==> src/rtl/accm_seq.sv <==
// Run sequencer for the 7-bit / 16-bit accumulator: clears it, gates N samples, captures SUM/OVF.
// Optional ABORT input enabled by defining ACCM_SEQ_ABORT_EN.
module accm_seq #(
  parameter int W_X   = 7,
  parameter int W_ACC = 16,
  parameter int W_N   = 10
) (
  input  logic             clk,
  input  logic             rst,
`ifdef ACCM_SEQ_ABORT_EN
  input  logic             ABORT,
`endif
  input  logic             START,
  input  logic [W_N-1:0]   N,
  input  logic [W_X-1:0]   X,
  input  logic             XV,
  output logic             XR,
  output logic [W_X-1:0]   X_ACC,
  output logic             ACC_CE,
  output logic             ACC_CLR,
  input  logic [W_ACC-1:0] ACC,
  input  logic             CO,
  output logic             BUSY,
  output logic             DONE,
  output logic [W_ACC-1:0] SUM,
  output logic             OVF
);

  typedef enum logic [2:0] {
    S_IDLE,
    S_CLR,
    S_RUN,
    S_WAIT,
    S_DONE
  } state_t;

  state_t           r_state;
  state_t           w_nxt;
  logic [W_N-1:0]   r_cnt;
  logic             r_ovf_int;
  logic             r_ce_d;
  logic [W_ACC-1:0] r_sum;
  logic             r_ovf;
  logic             w_carry;
  logic             w_capture;

  assign XR      = (r_state == S_RUN);
  assign X_ACC   = X;
  assign ACC_CE  = XV & XR;
  assign ACC_CLR = (r_state == S_CLR);
  assign BUSY    = (r_state == S_CLR) |
                   (r_state == S_RUN) |
                   (r_state == S_WAIT);
  assign DONE    = (r_state == S_DONE);
  assign SUM     = r_sum;
  assign OVF     = r_ovf;

  // CO is only meaningful the cycle after an add
  assign w_carry   = r_ce_d & CO;
  assign w_capture = (r_state == S_WAIT) &&
                     (w_nxt == S_DONE);

  always_comb begin
    w_nxt = r_state;
    case (r_state)
      S_IDLE: if (START) w_nxt = S_CLR;
      S_CLR:  w_nxt = (r_cnt != '0) ? S_RUN : S_WAIT;
      S_RUN: begin
        if (ACC_CE && r_cnt == W_N'(1))
          w_nxt = S_WAIT;
      end
      S_WAIT: w_nxt = S_DONE;
      S_DONE: w_nxt = S_IDLE;
      default: w_nxt = S_IDLE;
    endcase
`ifdef ACCM_SEQ_ABORT_EN
    if (ABORT && BUSY) w_nxt = S_IDLE;
`endif
  end

  always_ff @(posedge clk) begin
    if (rst) r_state <= S_IDLE;
    else     r_state <= w_nxt;
  end

  always_ff @(posedge clk) begin
    if (rst) begin
      r_cnt     <= '0;
      r_ovf_int <= 1'b0;
      r_ce_d    <= 1'b0;
      r_sum     <= '0;
      r_ovf     <= 1'b0;
    end else begin
      r_ce_d <= ACC_CE;
      if (r_state == S_IDLE && START)
        r_cnt <= N;
      else if (ACC_CE)
        r_cnt <= r_cnt - 1'b1;
      if (r_state == S_CLR)
        r_ovf_int <= 1'b0;
      else
        r_ovf_int <= r_ovf_int | w_carry;
      if (w_capture) begin
        r_sum <= ACC;
        r_ovf <= r_ovf_int | w_carry;
      end
    end
  end

endmodule

==> config.mk <==
export PLATFORM = sky130hd
export DESIGN_NAME = accm_seq
export DESIGN_NICKNAME = d
export VERILOG_FILES = /design/src/rtl/accm_seq.sv
export SDC_FILE = /design/constraint.sdc
export NUM_CORES = 1
export LEC_CHECK = 0
export BUFFER_PORTS_ARGS = -buffer_cell sky130_fd_sc_hd__buf_2
export CAP_MARGIN = 10
export CORE_ASPECT_RATIO = 1.5
export CORE_MARGIN = 4
export CORE_UTILIZATION = 46
export DETAILED_ROUTE_END_ITERATION = 8
export PLACE_DENSITY = 0.81
export SLEW_MARGIN = 20
export SYNTH_ARGS = -nofsm -noshare
export SYNTH_HDL_FRONTEND = slang
export SYNTH_SLANG_ARGS = --single-unit
==> constraint.sdc <==
create_clock -name clk -period 2.2 [get_ports clk]
set_clock_uncertainty 0.1 [all_clocks]
set_input_delay 0.44 -clock clk [delete_from_list [all_inputs] [get_ports clk]]
set_output_delay 0.44 -clock clk [all_outputs]
set_load 0.02 [all_outputs]
==> metrics.yaml, run 1 <==
critical_path:
  crit_path_start_kind: "flop"
  cp.required_ns: 1.66
  path_class: "reg -> out"
  critPathMaxFanout: 11
  slowest_delay_ns: 0.48
  path_buf_inv: 2
  cpMaxStageDelayCell: "dfxtp_1"
  end_kind: "output pin"
  worstPathCellList: "nand4bb_4 > clkinv_1 > buf_2"
  path_delay_family: "flip-flops"
  cp.arrival_ns: 1.47
logic_synthesis:
  synth_cells: 174
  yosysWarnings: 0
  synth_area_um2: 1440
  ys.flop_type: "dfxtp_1"
  yosysSeqAreaShare_pct: 44.4
  synth_cell_types: 31
  ys_async_sr_fraction_pct: 0
  postSynthAreaPerCell_um2: 8.28
  ys_seq_elements: 32
  synth_edf_count: 0
  syn-num-nets: 215
power_and_ir_drop:
  p_leak_nw: 0.735
  finalPower_mw: 1.35
  power_density_nw_per_um2: 766
  ir_drop_mv: 0.495
layout:
  final_common_cell: "buf_2"
  antenna_cells: 0
  final_cell_mix: "buf_2 (52), nand2_1 (37), dfxtp_1 (32)"
  nets: 259
  drive_above_1_share_pct: 29.7
  area_growth_pct: 22.5
drt:
  dr.pass1.iters: 3
  wl_per_cell_um: 11.9
  ant_nets: 0
  viasPerCell: 4.94
  initialDrtViolationCount: 22
  drt_wl_total_um: 3070
  num_vias: 1274
  drc: 0
sta:
  tns_ns: 0
  period_minus_slack_ns: 2.01
  max_freq_mhz: 496
  setup_viol: 0
  final-max-slew-violation-count: 0
  rsz0062_at_grt: "false"
  holdWs_ns: 0.299
  tightest_slew_ns: 0.625
  finalHoldViolations: 0
  timing.final.ws_setup_ns: 0.186
  min_period_over_period_pct: 91.6
  slew_headroom_pct: 58.3
placed_design:
  pre_cts_slack_ns: 0.478
  numPortBuffers: 52
  gp_congestion: 0.775
  hpwlAfterDp_um: 2300
cts:
  cts_tree: "yes"
  clk-insertion-delay-late_ns: 0.27
  h-tree-depth: 2
  cts_sinks: 32
  numCtsBuffers: 5
  clk_pin_slew_ns: 0.06
  cts_buffer_depth: 2
  postCtsHoldBufs: 0
  cts_resized: 0
  cts-root-buf: "clkbuf_8"
  cts_setup_buffers: 0
grt:
  grt_pass1_wl_um: 5330
  first_global_vias: 1240
  globalRouteMet2Util_pct: 27.9
  grt_max_degree: 33
  use_met1_pct: 19.5
  grt_usage_pct: 17.2
  overflow: 0
  busiest_layer: "met2"
  antenna_found_initial: 0
  grtUsageMet3_pct: 5.68
floorplan:
  die_height_um: 76.6
  io_pins: 67
  die_area_um2: 4110
  fp-row-count: 24
  die_x_um: 53.7
  core_region_area_um2: 2970
  initial_core_util_pct: 48.5
job:
  drv_cap: 0
min_path:
  hold_class: "in -> reg"
run_status:
  status: "complete, no violations"
==> synth_stat cells, types with 2 or more instances <==
cell / instances / area [um2]
nor3_1: 5 / 25.0
nor2_1: 17 / 63.8
inv_1: 2 / 7.51
dfxtp_1: 32 / 641
nand3_1: 3 / 15.0
clkbuf_1: 8 / 30.0
xnor2_1: 4 / 35.0
nand4_1: 2 / 12.5
buf_4: 7 / 52.6
ha_1: 3 / 37.5
a211oi_1: 9 / 67.6
nand3b_1: 3 / 22.5
xor2_1: 5 / 43.8
nand2_1: 37 / 139
nor3b_1: 2 / 15.0
buf_2: 3 / 15.0
a21oi_1: 18 / 90.1
==> tightest hold or removal path: stages <==
cell and delay (ns):
buf_2 0.09, nand2_1 0.04, a21oi_1 0.05
==> sequential cells by signal (all words and copies together), names as in the netlist <==
register   flops
r_ce_d         1
r_state        3
SUM           16
r_ovf_int      1
OVF            1
r_cnt         10
==> path summary, 6_finish.rpt <==
| path | slack [ns] | startpoint | depth (start not counted) | endpoint |
|---|---|---|---|---|
| setup / recovery | 0.19 | r_state[2] | 3 | ACC_CE |
| hold / removal | 0.30 | ACC[6] | 3 | SUM[6] |
| setup reg to reg | 0.53 | r_state[1] | 3 | OVF |
| hold reg to reg | 0.35 | SUM[6] | 2 | SUM[6] |
==> metrics by stage <==
stage	instances	util, %	cell area, um2
after floorplan	174	-	1440
after global placement	250	56.4	1680
after detailed placement	250	56.4	1680
after CTS	258	59.4	1770
after global routing	258	59.4	1770
final	258	59.4	1770
==> cells by family (layout without fill, tap and decap cells) <==
logic type / after synthesis / after routing / share of synthesized area [%]
compound gates: 31 / 31 / 13.3
xor+xnor: 9 / 9 / 5.47
flops: 32 / 32 / 44.4
simple gates: 78 / 78 / 26.6
fa+ha+maj: 3 / 3 / 2.60
buf+inv: 21 / 66 / 7.55
==> layer usage <==
metal  wire, um  vias up  part of all wire, %
met5          0        -                    0
met4         57        0                  1.9
met3        212        6                  6.9
met2       1610       31                   52
met1       1190      572                   39
li1           -      665                    -
==> area by class of cell <==
| type | instances | area, um2 |
|---|---|---|
| Fill cell | 283 | 1210 |
| Sequential cell | 32 | 641 |
| Tap cell | 39 | 48.8 |
| Clock buffer | 8 | 90.1 |
| Inverter | 3 | 11.3 |
| Multi-Input combinational cell | 121 | 692 |
| Timing Repair Buffer | 55 | 283 |
==> power by group <==
| part | switching (mW) | internal, mW |
|---|---|---|
| Clock | 0.194 | 0.255 |
| Combinational | 0.137 | 0.107 |
| Sequential | 0.0408 | 0.618 |
No activity file was read; power rests on OpenSTA's default activity.
==> inputs of run 2 (changes only) <==
CORE_ASPECT_RATIO = unset   (was 1.5)
CORE_UTILIZATION = 49   (was 46)
PLACE_DENSITY = 0.85   (was 0.81)
clock period = 2.6 ns   (was 2.2 ns; I/O delays follow)
==> run 2 against run 1 <==
Net effect:
- power down 16%
- hold slack better by 0.0067 ns
- routed wire length down 1.9%
- sequential power down 15%
- die area down 5.8%
- sequential share of layout area up 0.90 points
- register-to-register slack better by 0.26 ns
- core utilization up 2.6 points
- cell count down 4.3%
==> metrics.yaml, run 2 (synthesized netlist as in run 1, its figures left out) <==
sta:
  min_period_over_period_pct: 83.4
  rsz0062_at_grt: "false"
  tns_ns: 0  # unchanged
  final-max-slew-violation-count: 0  # unchanged
  max_freq_mhz: 461
  slew_headroom_pct: 50.7  # -7.7 points
  tightest_slew_ns: 0.738  # +0.113 ns
  finalHoldViolations: 0  # unchanged
  period_minus_slack_ns: 2.17
  setup_viol: 0  # unchanged
drt:
  dr.pass1.iters: 4  # +1
  num_vias: 1236  # -3.0%
  initialDrtViolationCount: 52  # +140%
  ant_nets: 0  # unchanged
  drt_wl_total_um: 3010  # -1.9%
  drc: 0  # unchanged
  wl_per_cell_um: 12.2  # +2.4%
  viasPerCell: 5.00  # +1.3%
critical_path:
  end_kind: "output pin"
  crit_path_start_kind: "flop"
  cpMaxStageDelayCell: "dfxtp_1"
  critPathMaxFanout: 11  # unchanged
  slowest_delay_ns: 0.51  # +0.03 ns
  cp.required_ns: 1.98  # +0.32 ns
  cp.arrival_ns: 1.55  # +0.08 ns
  path_class: "reg -> out"
  worstPathCellList: "nand4bb_4 > clkinv_1 > buf_2"
cts:
  h-tree-depth: 2  # unchanged
  numCtsBuffers: 5  # unchanged
  clk-insertion-delay-late_ns: 0.34  # +0.07 ns
  cts_setup_buffers: 0  # unchanged
  cts_tree: "yes"
  cts_sinks: 32  # unchanged
  cts_buffer_depth: 2  # unchanged
  postCtsHoldBufs: 0  # unchanged
  clk_pin_slew_ns: 0.11  # +0.05 ns
  cts-root-buf: "clkbuf_4"
  cts_resized: 0  # unchanged
power_and_ir_drop:
  p_leak_nw: 0.717  # -2.4%
  p_int_uw: 808  # -18%
  pwr-share-seq_pct: 49.3  # +0.5 points
  p_sw_uw: 322  # -13%
  ir_drop_mv: 0.650  # +31%
  p_sw_share_pct: 28.5  # +1.1 points
  power_density_nw_per_um2: 656  # -14%
  finalPower_mw: 1.13  # -16%
  comb_power_share_pct: 17.6  # -0.5 points
  p_clk_share_pct: 33.1  # about the same
grt:
  overflow: 0  # unchanged
  first_global_vias: 1207  # -2.7%
  grt_usage_pct: 17.0  # -0.17 points
  grt_pass1_wl_um: 5450  # +2.3%
  antenna_found_initial: 0  # unchanged
  grt_max_degree: 33  # unchanged
layout:
  largest_reg_flops: 16  # unchanged
  final_cell_mix: "buf_2 (52), nand2_1 (37), dfxtp_1 (32)"
  drive_above_1_share_pct: 29.6  # -0.051 points
  final_common_cell: "buf_2"
  area_growth_pct: 19.5
  antenna_cells: 0  # unchanged
  nets: 256  # -1.2%
placed_design:
  hpwlAfterDp_um: 2190  # -4.7%
  numPortBuffers: 52  # unchanged
  gp_congestion: 0.890  # +15%
floorplan:
  core_region_area_um2: 2780  # -6.4%
  die_x_um: 62.2  # +16%
  initial_core_util_pct: 51.8  # +3.3 points
  fp-row-count: 19  # -21%
  die_area_um2: 3870  # -5.8%
  die_height_um: 62.2  # -19%
  io_pins: 67  # unchanged
min_path:
  hold_class: "in -> reg"
job:
  drv_cap: 0  # unchanged
run_status:
  status: "complete, no violations"
## run 2: changes by cell type in the layout (fill, tap and decap cells not counted), sizes merged
cell,previous run,this run
clkinv,1,2
buf,55,52
clkinvlp,0,1
bufinv,0,1
clkbuf,8,5
## run 2: through the flow
step	hold WS, ns	setup WS [ns]	instances	cell area (um2)	utilization [%]
after CTS	0.293	0.434	247	1720	61.9
after detailed placement	0.344	0.760	239	1640	59.1
after global placement	0.338	0.779	239	1640	59.1
after global routing	0.279	0.301	247	1720	61.9
final	0.306	0.431	247	1720	61.9
after floorplan	0.373	0.937	174	1440	-
## run 2: worst max-delay path: cells and delay by family, from the launching register on
kind | cells | cell delay, ns
AND/OR/NAND/NOR | 1 | 0.26
flip-flops | 1 | 0.51
buffers and inverters | 2 | 0.45
## run 2: layout make-up
| type | instances | area, um2 |
|---|---|---|
| Sequential cell | 32 | 641 |
| Timing Repair Buffer | 52 | 260 |
| Tap cell | 31 | 38.8 |
| Fill cell | 255 | 1060 |
| Inverter | 3 | 11.3 |
| Clock buffer | 5 | 37.5 |
| Multi-Input combinational cell | 121 | 692 |
| Clock inverter | 3 | 42.5 |
## run 2: path summary, 6_finish.rpt
path / from / end / slack, ns / depth (start not counted)
hold / removal: ACC[6] / SUM[6] / 0.31 / 3
hold reg to reg: SUM[15] / SUM[15] / 0.36 / 2
setup reg to reg: r_state[1] / r_cnt[1] / 0.79 / 4
setup / recovery: r_state[2] / ACC_CE / 0.43 / 3
## run 2: power by group through the flow
stage | combinational [mW] | clock (mW) | sequential (mW)
after floorplan | 0.162 | 0 | 0.561
final | 0.199 | 0.374 | 0.557
after global placement | 0.196 | 0 | 0.566
after global routing | 0.225 | 0.409 | 0.564
after CTS | 0.201 | 0.383 | 0.557
after detailed placement | 0.199 | 0 | 0.568
## run 2: layer usage
metal  vias up  global-route usage [%]  share of wire [%]
met5         -                       0                  0
met4         0                    5.96                1.1
met3         4                    6.31                7.0
met2        33                    26.9                 47
met1       538                    21.0                 45
li1        661                       -                  -
